[config.mk]
export PLATFORM = sky130hd
export DESIGN_NAME = pipe_ctrl_pipeline
export DESIGN_NICKNAME = d
export VERILOG_FILES = /design/src/rtl/pipe_pkg.sv /design/src/rtl/pipe_cond_check.sv /design/src/rtl/pipe_ctrl_pipeline.sv
export SDC_FILE = /design/constraint.sdc
export NUM_CORES = 1
export LEC_CHECK = 0
export ABC_AREA = 1
export ABC_CLOCK_PERIOD_IN_PS = 3060
export CAP_MARGIN = 20
export CORE_AREA = 2 2 41 81
export CTS_BUF_LIST = sky130_fd_sc_hd__clkbuf_4
export CTS_CLUSTER_SIZE = 25
export DETAILED_ROUTE_END_ITERATION = 10
export DIE_AREA = 0 0 43 83
export HOLD_SLACK_MARGIN = 0.05
export PLACE_DENSITY = 0.76
export SLEW_MARGIN = 0
export SYNTH_ARGS = -nofsm -noshare
export SYNTH_HDL_FRONTEND = slang
export SYNTH_SLANG_ARGS = --single-unit
[constraint.sdc]
create_clock -name clk -period 3.06 [get_ports clk]
set_clock_uncertainty 0.15 [all_clocks]
set_input_delay 0.306 -clock clk [delete_from_list [all_inputs] [get_ports clk]]
set_output_delay 0.306 -clock clk [all_outputs]
set_load 0.01 [all_outputs]
[src/rtl/pipe_pkg.sv]
// rtl/pipe_pkg.sv - shared condition codes, flag indices and control-word layout
package pipe_pkg;

   typedef enum logic [3:0] {
      COND_EQ = 4'b0000,
      COND_NE = 4'b0001,
      COND_CS = 4'b0010,
      COND_CC = 4'b0011,
      COND_MI = 4'b0100,
      COND_PL = 4'b0101,
      COND_VS = 4'b0110,
      COND_VC = 4'b0111,
      COND_HI = 4'b1000,
      COND_LS = 4'b1001,
      COND_GE = 4'b1010,
      COND_LT = 4'b1011,
      COND_GT = 4'b1100,
      COND_LE = 4'b1101,
      COND_AL = 4'b1110,
      COND_NV = 4'b1111
   } cond_e;

   localparam int FLAG_N = 3;
   localparam int FLAG_Z = 2;
   localparam int FLAG_C = 1;
   localparam int FLAG_V = 0;

   typedef struct packed {
      logic       pcs;
      logic       reg_w;
      logic       mem_w;
      logic       mem_to_reg;
      logic       alu_src;
      logic       branch;
      logic       no_write;
      logic [1:0] flag_w;
      logic [2:0] alu_control;
      cond_e      cond;
   } ctrl_t;

   // An all-zero word is a bubble: no write enables and an EQ condition.
   function automatic logic is_bubble(input ctrl_t c);
      return !(c.reg_w | c.mem_w | c.pcs | c.branch | (|c.flag_w));
   endfunction

endpackage

[src/rtl/pipe_cond_check.sv]
// rtl/pipe_cond_check.sv - combinational evaluation of a condition field against NZCV
module pipe_cond_check
   import pipe_pkg::*;
(
   input  logic [3:0] cond,
   input  logic [3:0] flags,
   output logic       cond_ex
);

   logic n, z, c, v;

   assign n = flags[FLAG_N];
   assign z = flags[FLAG_Z];
   assign c = flags[FLAG_C];
   assign v = flags[FLAG_V];

   always_comb begin
      cond_ex = 1'b0;
      case (cond_e'(cond))
         COND_EQ: cond_ex = z;
         COND_NE: cond_ex = !z;
         COND_CS: cond_ex = c;
         COND_CC: cond_ex = !c;
         COND_MI: cond_ex = n;
         COND_PL: cond_ex = !n;
         COND_VS: cond_ex = v;
         COND_VC: cond_ex = !v;
         COND_HI: cond_ex = c & !z;
         COND_LS: cond_ex = !c | z;
         COND_GE: cond_ex = (n == v);
         COND_LT: cond_ex = (n != v);
         COND_GT: cond_ex = !z & (n == v);
         COND_LE: cond_ex = z | (n != v);
         COND_AL: cond_ex = 1'b1;
         COND_NV: cond_ex = 1'b0;
         default: cond_ex = 1'b0;
      endcase
   end

endmodule

[src/rtl/pipe_ctrl_pipeline.sv]
// rtl/pipe_ctrl_pipeline.sv - E/M/W control pipeline, NZCV owner and condition annulment
// Optional squash counter enabled by defining PIPE_SQUASH_CNT_EN.
module pipe_ctrl_pipeline
   import pipe_pkg::*;
(
   input  logic       clk,
   input  logic       rst_n,
   input  logic       PCSD,
   input  logic       RegWD,
   input  logic       MemWD,
   input  logic       MemtoRegD,
   input  logic       ALUSrcD,
   input  logic       BranchD,
   input  logic       NoWriteD,
   input  logic [1:0] FlagWD,
   input  logic [2:0] ALUControlD,
   input  logic [3:0] CondD,
   input  logic       FlushE,
   input  logic [3:0] ALUFlags,
   output logic       ALUSrcE,
   output logic [2:0] ALUControlE,
   output logic       MemtoRegE,
   output logic       RegWriteM,
   output logic       MemtoRegW,
   output logic       BranchTakenE,
   output logic       PCSrcW,
   output logic       RegWriteW,
   output logic       MemWriteM,
   output logic [3:0] FlagsE
`ifdef PIPE_SQUASH_CNT_EN
   ,
   output logic [31:0] SquashCnt
`endif
);

   ctrl_t      d_ctrl;
   ctrl_t      e_q;
   logic [3:0] flags_q;
   logic       cond_ex;

   logic       pcs_ge;
   logic       reg_write_ge;
   logic       mem_write_ge;

   logic       pcs_m;
   logic       reg_write_m;
   logic       mem_write_m;
   logic       mem_to_reg_m;

   logic       pcs_w;
   logic       reg_write_w;
   logic       mem_to_reg_w;

   assign d_ctrl = '{
      pcs:         PCSD,
      reg_w:       RegWD,
      mem_w:       MemWD,
      mem_to_reg:  MemtoRegD,
      alu_src:     ALUSrcD,
      branch:      BranchD,
      no_write:    NoWriteD,
      flag_w:      FlagWD,
      alu_control: ALUControlD,
      cond:        cond_e'(CondD)
   };

   always_ff @(posedge clk or negedge rst_n) begin
      if (!rst_n) begin
         e_q <= '0;
      end else if (FlushE) begin
         e_q <= '0;
      end else begin
         e_q <= d_ctrl;
      end
   end

   pipe_cond_check u_cond_check (
      .cond    (e_q.cond),
      .flags   (flags_q),
      .cond_ex (cond_ex)
   );

   assign pcs_ge       = e_q.pcs & cond_ex;
   assign reg_write_ge = e_q.reg_w & cond_ex & !e_q.no_write;
   assign mem_write_ge = e_q.mem_w & cond_ex;

   // The two flag halves are written independently so ADDS-style and logical ops coexist.
   always_ff @(posedge clk or negedge rst_n) begin
      if (!rst_n) begin
         flags_q <= 4'b0000;
      end else begin
         if (e_q.flag_w[1] & cond_ex) begin
            flags_q[FLAG_N] <= ALUFlags[FLAG_N];
            flags_q[FLAG_Z] <= ALUFlags[FLAG_Z];
         end
         if (e_q.flag_w[0] & cond_ex) begin
            flags_q[FLAG_C] <= ALUFlags[FLAG_C];
            flags_q[FLAG_V] <= ALUFlags[FLAG_V];
         end
      end
   end

   always_ff @(posedge clk or negedge rst_n) begin
      if (!rst_n) begin
         pcs_m        <= 1'b0;
         reg_write_m  <= 1'b0;
         mem_write_m  <= 1'b0;
         mem_to_reg_m <= 1'b0;
         pcs_w        <= 1'b0;
         reg_write_w  <= 1'b0;
         mem_to_reg_w <= 1'b0;
      end else begin
         pcs_m        <= pcs_ge;
         reg_write_m  <= reg_write_ge;
         mem_write_m  <= mem_write_ge;
         mem_to_reg_m <= e_q.mem_to_reg;
         pcs_w        <= pcs_m;
         reg_write_w  <= reg_write_m;
         mem_to_reg_w <= mem_to_reg_m;
      end
   end

`ifdef PIPE_SQUASH_CNT_EN
   logic [31:0] squash_cnt_q;

   always_ff @(posedge clk or negedge rst_n) begin
      if (!rst_n) begin
         squash_cnt_q <= 32'd0;
      end else if (!is_bubble(e_q) && !cond_ex) begin
         squash_cnt_q <= squash_cnt_q + 32'd1;
      end
   end

   assign SquashCnt = squash_cnt_q;
`endif

   assign ALUSrcE      = e_q.alu_src;
   assign ALUControlE  = e_q.alu_control;
   assign MemtoRegE    = e_q.mem_to_reg;
   assign BranchTakenE = e_q.branch & cond_ex;
   assign FlagsE       = flags_q;
   assign RegWriteM    = reg_write_m;
   assign MemWriteM    = mem_write_m;
   assign PCSrcW       = pcs_w;
   assign RegWriteW    = reg_write_w;
   assign MemtoRegW    = mem_to_reg_w;

endmodule

# Word-level counts from Yosys, hierarchy flattened
# Index checks and enable logic that the tools add are counted.
[word_totals]
regBits = 27
output_inout_bits = 15
elab_cells = 55
[op_classes]
n_eq_ne = 17
n_mux = 2
bitwise = 11
n_reduce_logical = 6
[ops]
columns = ["operator", "count"]
rows = [
  ["4-bit equality test, second input constant", 8],
  ["4-bit by 3-bit equality test with 1-bit output, second input constant", 4],
  ["16-bit 2-to-1 mux", 1],
  ["1-bit one-hot mux with 16 select lines", 1],
  ["1-bit AND", 9],
  ["4-bit by 2-bit equality test with 1-bit output, second input constant", 2],
  ["1-bit zero test", 5],
  ["4-bit by 1-bit equality test with 1-bit output, second input constant", 1],
  ["4-bit zero test", 1],
  ["1-bit bitwise OR", 2],
  ["1-bit equality test", 1],
  ["1-bit inequality test", 1],
]

# Longest topological paths before layout
# Gate-level depths: netlist of run 1.
[depth]
word_depth = 5
mapped_depth = 12
mapped_depth_nobuf = 12

# By module
# From an unflattened synthesis of run 1, not the netlist that was laid out.
[unflattened]
cells_unflattened = 132
hier_area_um2 = 1152.4
[by_module_without_submodules]
columns = ["mod", "instances", "cells_each", "area_each_um2", "seq_area_each_um2"]
rows = [
  ["pipe_ctrl_pipeline", 1, 87, 947.2, 675.6],
  ["pipe_cond_check", 1, 45, 205.2, 0.0],
]

# Least setup slack after synthesis of run 1
# No wires, ideal clock.
[synth_timing]
kind = "reg2out"
from = "register flags_q[2] (netlist: FlagsE[2])"
to = "output BranchTakenE"
arrival_ns = 1.288
t_required_ns = 2.604
slack_ns = 1.316
stages_incl_launch_ff = 10
n_path_buf = 0
cell_sequence = "dfrtp_1 -> nor3_1 -> nand2_1 -> nand2_1 -> nand2_1 -> nand3_1 -> nand2_2 -> nand2_4 -> nand2_2 -> nor2_1"
[synth_between]
elab_chain_len = 4
word_cells_on_any_way = 7
classes_between = "1 x mux; 5 x bitwise; 1 x reduce/logical"
[synth_rtl]
columns = ["item", "line_no", "text"]
rows = [
  ["from (decl)", "pipe_ctrl_pipeline.sv:38", "logic [3:0] flags_q;"],
  ["from (signal, indexed assignment)", "pipe_ctrl_pipeline.sv:93", "flags_q[FLAG_N] <= ALUFlags[FLAG_N];"],
  ["from (signal, indexed assignment)", "pipe_ctrl_pipeline.sv:94", "flags_q[FLAG_Z] <= ALUFlags[FLAG_Z];"],
  ["from (signal, indexed assignment)", "pipe_ctrl_pipeline.sv:97", "flags_q[FLAG_C] <= ALUFlags[FLAG_C];"],
  ["1-bit zero test", "pipe_cond_check.sv:21, pipe_cond_check.sv:28, pipe_cond_check.sv:32", ""],
  ["1-bit AND, on equally long branches", "pipe_cond_check.sv:32, pipe_cond_check.sv:28", ""],
  ["1-bit one-hot mux with 16 select lines *", "pipe_cond_check.sv:19", "case (cond_e'(cond))"],
  ["1-bit AND *", "pipe_ctrl_pipeline.sv:140", "assign BranchTakenE = e_q.branch & cond_ex;"],
  ["to (decl)", "pipe_ctrl_pipeline.sv:25", "output logic BranchTakenE,"],
]
# Mark *: on every way between the ends. The rest lies on a longest branch, timed or not.

# Final worst setup path of run 1
[layout_timing]
from = "register e_q[1] (netlist bit)"
to = "output BranchTakenE"
[layout_between]
elab_chain_len = 3
word_cells_on_any_way = 18
classes_between = "15 x eq/ne; 1 x mux; 1 x bitwise; 1 x reduce/logical"
[layout_rtl]
columns = ["item", "line_no", "text"]
rows = [
  ["from (decl)", "pipe_ctrl_pipeline.sv:37", "ctrl_t e_q;"],
  ["from (signal assigned)", "pipe_ctrl_pipeline.sv:73", "e_q <= d_ctrl;"],
  ["4-bit equality test, or another cell as far along", "pipe_cond_check.sv:19", ""],
  ["1-bit one-hot mux with 16 select lines *", "pipe_cond_check.sv:19", ""],
  ["1-bit AND *", "pipe_ctrl_pipeline.sv:140", ""],
]
# Marked as above.

==> results of run 1 <==
## synth_stat cells
master / number / area share [%]
nand2_1: 29 / 9.6
dfrtp_1: 27 / 59
nor2_1: 24 / 7.9
inv_1: 23 / 7.6
nand3_1: 6 / 2.6
nand4_1: 4 / 2.2
buf_4: 3 / 2.0
clkbuf_1: 2 / 0.66
nand2_2: 2 / 1.1
nand3_2: 2 / 1.8
a21oi_1: 1 / 0.44
clkinv_2: 1 / 0.44
inv_2: 1 / 0.33
nand2_4: 1 / 0.99
nor2_2: 1 / 0.55
nor3_1: 1 / 0.44
o21a_1: 1 / 0.66
o21ai_0: 1 / 0.44
o21ai_1: 1 / 0.44
or2_1: 1 / 0.55
## stage by stage
| step | hold slack, ps | worst slack [ps] | std cells | power (µW) |
|---|---|---|---|---|
| 6_report | 172 | 327 | 199 | 866 |
| 3_3_place_gp | 183 | 817 | 195 | 699 |
| 2_1_floorplan | -140 | 1320 | 132 | 584 |
| 4_1_cts | 172 | 305 | 199 | 875 |
| 5_1_grt | 179 | 139 | 199 | 930 |
| 3_5_place_dp | 190 | 685 | 195 | 719 |
## report_power, final
| part | internal, µW | switching (µW) | total, µW |
|---|---|---|---|
| sequential | 396 | 40.0 | 436 |
| combinational | 134 | 143 | 277 |
| clock | 49.9 | 104 | 154 |
| total | 580 | 287 | 866 |
## path summary, 6_finish.rpt
path,depth (start not counted),start,end
max in group asynchronous,2,rst_n,e_q[1]
max reg2reg,10,e_q[1],FlagsE[2]
min,2,rst_n,MemWriteM
min in group clk,0,mem_to_reg_m,MemtoRegW
max,10,e_q[1],BranchTakenE
min reg2reg,0,mem_to_reg_m,MemtoRegW
## critical path, cell delays in order, from the launching register on
cell and delay, ps:
dfrtp_1 480, nor3_1 310, nand2_1 90, nand2_1 80, nand2_1 50, nand3_1 90, nand2_2 60, nand2_4 100
nand2_2 70, nor2_1 100, clkdlybuf4s50_1 540
## cell type report
type,count,share of cell area (%)
Timing Repair Buffer,38,24.3
Clock buffer,3,1.45
Multi-Input combinational cell,75,21.7
Clock inverter,1,0.483
Sequential cell,27,43.5
Tap cell,30,2.42
Inverter,25,6.12
## logic make-up after synthesis
group	Yosys count
AND/OR/NAND/NOR	71
AO/OA/AOI/OAI	4
buffers and inverters	30
flip-flops	27
## registers in the layout, summed over array words and instances (netlist names)
name,count
ALUControlE,3
ALUSrcE,1
FlagsE,4
MemWriteM,1
MemtoRegE,1
MemtoRegW,1
PCSrcW,1
RegWriteM,1
RegWriteW,1
e_q,11
mem_to_reg_m,1
pcs_m,1
## layer usage
layer  vias to the layer above  routed length (µm)  part of all wire (%)
met2                        29                1320                    60
met1                       438                 753                    34
met3                         6                  99                   4.5
met5                         -                   0                     0
li1                        462                   -                     -
met4                         0                  33                   1.5
==> run metrics, run 1 <==
status finished, final reports clean; Ys Warns 0; Max-Cap Viols 0; WP data required 2600 ps; Pleak 0.000797 µW; sequential share of the synthesized area 59.3%; Chip Height 83 µm; final net count 193; via count 935; Slew @ Worst Pin 525 ps; multiplexer share of the synthesized area 0%; first-pass GRT wire length 4050 µm; vias in the first global route 966; Max Slew Vio Count 0; placed cell area 0.00152 mm²; CTS root buf clkbuf_4; # resized after CTS 0; Setup-failing EPs final 0; minimum clock period 2730 ps; Arr. time, crit path 2280 ps; Period Utilization, post-route 89.3%; P per Cell Area 558 mW/mm²; CP endpoint kind output pin; GR Util met2 26.7%; R2R setup slack 1350 ps; Max VDD drop 0.352 mV; Fillers 277; grt met1 use 15.4%; RSZ-0062 raised after global routing no; largest family of logic cells by synthesized area simple AND/OR/NAND/NOR gates; Clock transition at path regs 150 ps; Finished Core Util 52.8%; post-route ant nets 0; post-synthesis instance area 0.00114 mm²; Design Area, Final 0.00155 mm²; per-cell routed wire length 11.1 µm; commonest non-fill, non-tap cells in the layout clkdlybuf4s50_1, nand2_1, dfrtp_1; Row Count 28; largest net degree at the start of global routing 28; Clock Path Buffers 2; critical path startpoint category flop; Starting Density 38.7%; TNS Setup 0 ps; antenna violations before repair 0; met3 usage 2.61%; xor/xnor share of the synthesized area 0%; Chip Width 43 µm; First-pass DRT Iterations 4; Setup Crit Path Kind flop to output pin; final WL 2210 µm; multi-input logic area 338 µm²; leading cell type in the layout, fill and taps excluded clkdlybuf4s50_1; total grt overflow 0; Area Overhead vs Synth 36.5%; layout cells sized above 1 7.69%; post-DR vias/cell 4.70; Fin. Hold Viols 0; gr usage total 14.5%; total inserted antenna cells 0; post-route DRC violation count 0; violation count after the first detailed-route iteration 27; Mean Syn Cell Area 8.63 µm²; Mapped Cells 132; Ports 38; die area 0.00357 mm²; FF/Latch Area 676 µm²; Netlist cell types 20; Synth Area in Adders 0%; Synth Area in Simple Gates 27.7%; slew margin rel. 64.9%; hold_buf cts 0; fmax 0.366 GHz; CTS H-Tree Depth 1; Worst Path Max Fanout 8; Sink Count 27; routability cong. 0.675; CTS Buf Count 3; HPWL after DPL 1790 µm; Hold Crit Class input pin to async pin; CTS tree built; Compound-Gate Fraction of Synth Area 1.98%; core box area 0.00294 mm²; Yosys reg bits 27; Setup Buffers After CTS 0; Skew-Pair Late Insertion Delay 320 ps; gr busiest metal met2; I/O Buffers 37; Syn Nets 155
(Power assumes the default switching activity.)
==> run 2: changes to the inputs <==
- SLEW_MARGIN: 0 -> unset
==> results of run 2 <==
Same layout as run 1: the final DEF is identical, and so are final timing and power.
==> run 3: changes to the inputs <==
- DONT_BUFFER_PORTS: unset -> 1
- PLACE_DENSITY: 0.76 -> 0.6
- SKIP_LAST_GASP: unset -> 1
==> run metrics, run 3 (synthesized netlist as in run 1, its figures left out) <==
status finished, final reports clean; Sink Count 27 (unchanged); Chip Width 43 µm (unchanged); Worst Path Max Fanout 8 (unchanged); Chip Height 83 µm (unchanged); first-pass GRT wire length 3920 µm (-3.2%); Arr. time, crit path 1810 ps (-470 ps); Max-Cap Viols 0 (unchanged); Slew @ Worst Pin 557 ps (+32.1 ps); Critical Path Source FlagsE[0]; Sw Ratio 33.3% (+0.16 points); # resized after CTS 0 (unchanged); I/O Buffers 0 (-100%); HPWL after DPL 1580 µm (-11%); P per Cell Area 564 mW/mm² (+1.2%); min-delay src mem_to_reg_m; core box area 0.00294 mm² (unchanged); largest net degree at the start of global routing 28 (unchanged); post-route ant nets 0 (unchanged); clock share of power 19.5% (+1.8 points); CP endpoint kind output pin; portion of total power attributed to combinational logic 23.8% (-8.1 points); final WL 2210 µm (about the same); gr usage total 14.4% (-0.11 points); Period Utilization, post-route 74.1% (-15 points); Clock transition at path regs 130 ps (-20 ps); routability cong. 0.701 (+3.9%); post-route DRC violation count 0 (unchanged); CP max-delay cell dfrtp_1; Finished Core Util 48.1% (-4.7 points); WP data required 2600 ps (about the same); violation count after the first detailed-route iteration 23 (-15%); total inserted antenna cells 0 (unchanged); Max VDD drop 0.294 mV (-16%); GR Util met2 26.7% (unchanged); Pleak 0.000759 µW (-4.8%); CTS Buf Count 3 (unchanged); critical-path cell list inv_1 -> nand2_1 -> nand2_1 -> o21a_1 -> nand3_1 -> nand2_2 -> nand2_4 -> nand2_2 -> nor2_1; per-cell routed wire length 12.0 µm (+8.3%); CTS tree built; Area Overhead vs Synth 24.4%; Largest stage delay, worst path 490 ps (-50 ps); CTS root buf clkbuf_4; Seq pwr share 56.7% (+6.4 points); Max Slew Vio Count 0 (unchanged); Most flops, register e_q; Setup-failing EPs final 0 (unchanged); Fin. Hold Viols 0 (unchanged); Row Count 28 (unchanged); met3 usage 2.61% (unchanged); layout cells sized above 1 8.44% (+0.75 points); leading cell type in the layout, fill and taps excluded nand2_1; die area 0.00357 mm² (unchanged); RSZ-0062 raised after global routing no; CTS H-Tree Depth 1 (unchanged); Setup Buffers After CTS 0 (unchanged); fin worst setup slack 793 ps (+466 ps); minimum clock period 2270 ps (-466 ps); NetSw 266 µW (-7.3%); Fillers 306 (+10%); total grt overflow 0 (unchanged); final net count 178 (-7.8%); via count 868 (-7.2%); slew margin rel. 62.7% (-2.2 points); post-DR vias/cell 4.72 (+0.40%); First-pass DRT Iterations 4 (unchanged); vias in the first global route 911 (-5.7%); max reg flops 11 (unchanged); commonest non-fill, non-tap cells in the layout nand2_1, dfrtp_1, nor2_1; critical path startpoint category flop; DP Worst Slack 1130 ps (+440 ps); fmax 0.441 GHz (+21%); Ports 38 (unchanged); Reg-to-Reg Start FlagsE[0]; Skew-Pair Late Insertion Delay 310 ps (about the same); gr busiest metal met2; hold_buf cts 23 (+23); Setup Crit Path Kind flop to output pin; Starting Density 38.7% (unchanged); grt met1 use 14.1% (-1.2 points); antenna violations before repair 0 (unchanged); Clock Path Buffers 2 (unchanged); TNS Setup 0 ps (unchanged); Hold Crit Class flop to flop; internal power 533 µW (-8.0%)
## run 3: layout make-up
class / instances / area, µm² / share of cell area (%)
clock buffer: 4 / 30.0 / 2.12
inverter: 25 / 95.1 / 6.71
multi-input combinational: 75 / 338 / 23.9
sequential: 27 / 676 / 47.7
tap: 30 / 37.5 / 2.65
timing repair buffer: 23 / 240 / 17.0
## run 3: path summary, 6_finish.rpt
check | to | slack [ps] | cells after the start
setup / recovery | BranchTakenE | 790 | 9
hold / removal | MemtoRegW | 220 | 0
setup reg to reg | FlagsE[1] | 1380 | 10
hold reg to reg | MemtoRegW | 220 | 0
max in group asynchronous | MemtoRegE | 2360 | 2
min in group asynchronous | RegWriteM | 250 | 2
## run 3: worst max-delay path, delay by kind of cell (launching register included)
| family | cells | cell delay, ps |
|---|---|---|
| and+or+nand+nor | 7 | 710 |
| buffers and inverters | 1 | 110 |
| AOI/OAI and AO/OA | 1 | 200 |
| DFF | 1 | 490 |
## run 3: routing by layer
metal	part of all wire, %	vias up
met5	0	-
met4	1.3	0
met3	3.7	2
met2	59	20
met1	36	408
li1	-	438
## run 3: power by group through the flow
stage / Sequential (µW) / Clock, µW / Combinational (µW)
after CTS: 455 / 162 / 191
after global routing: 462 / 176 / 222
after floorplan: 448 / 0 / 136
final: 453 / 156 / 190
after detailed placement: 462 / 0 / 155
after global placement: 460 / 0 / 147
## run 3: per-stage QoR
stage,cell area (µm²),instances,hold WS (ps),power (µW)
6_report,1420,184,216,799
5_1_grt,1420,184,219,860
4_1_cts,1420,184,216,808
3_5_place_dp,1150,157,-139,617
3_3_place_gp,1150,157,-139,607
2_1_floorplan,1140,132,-140,584
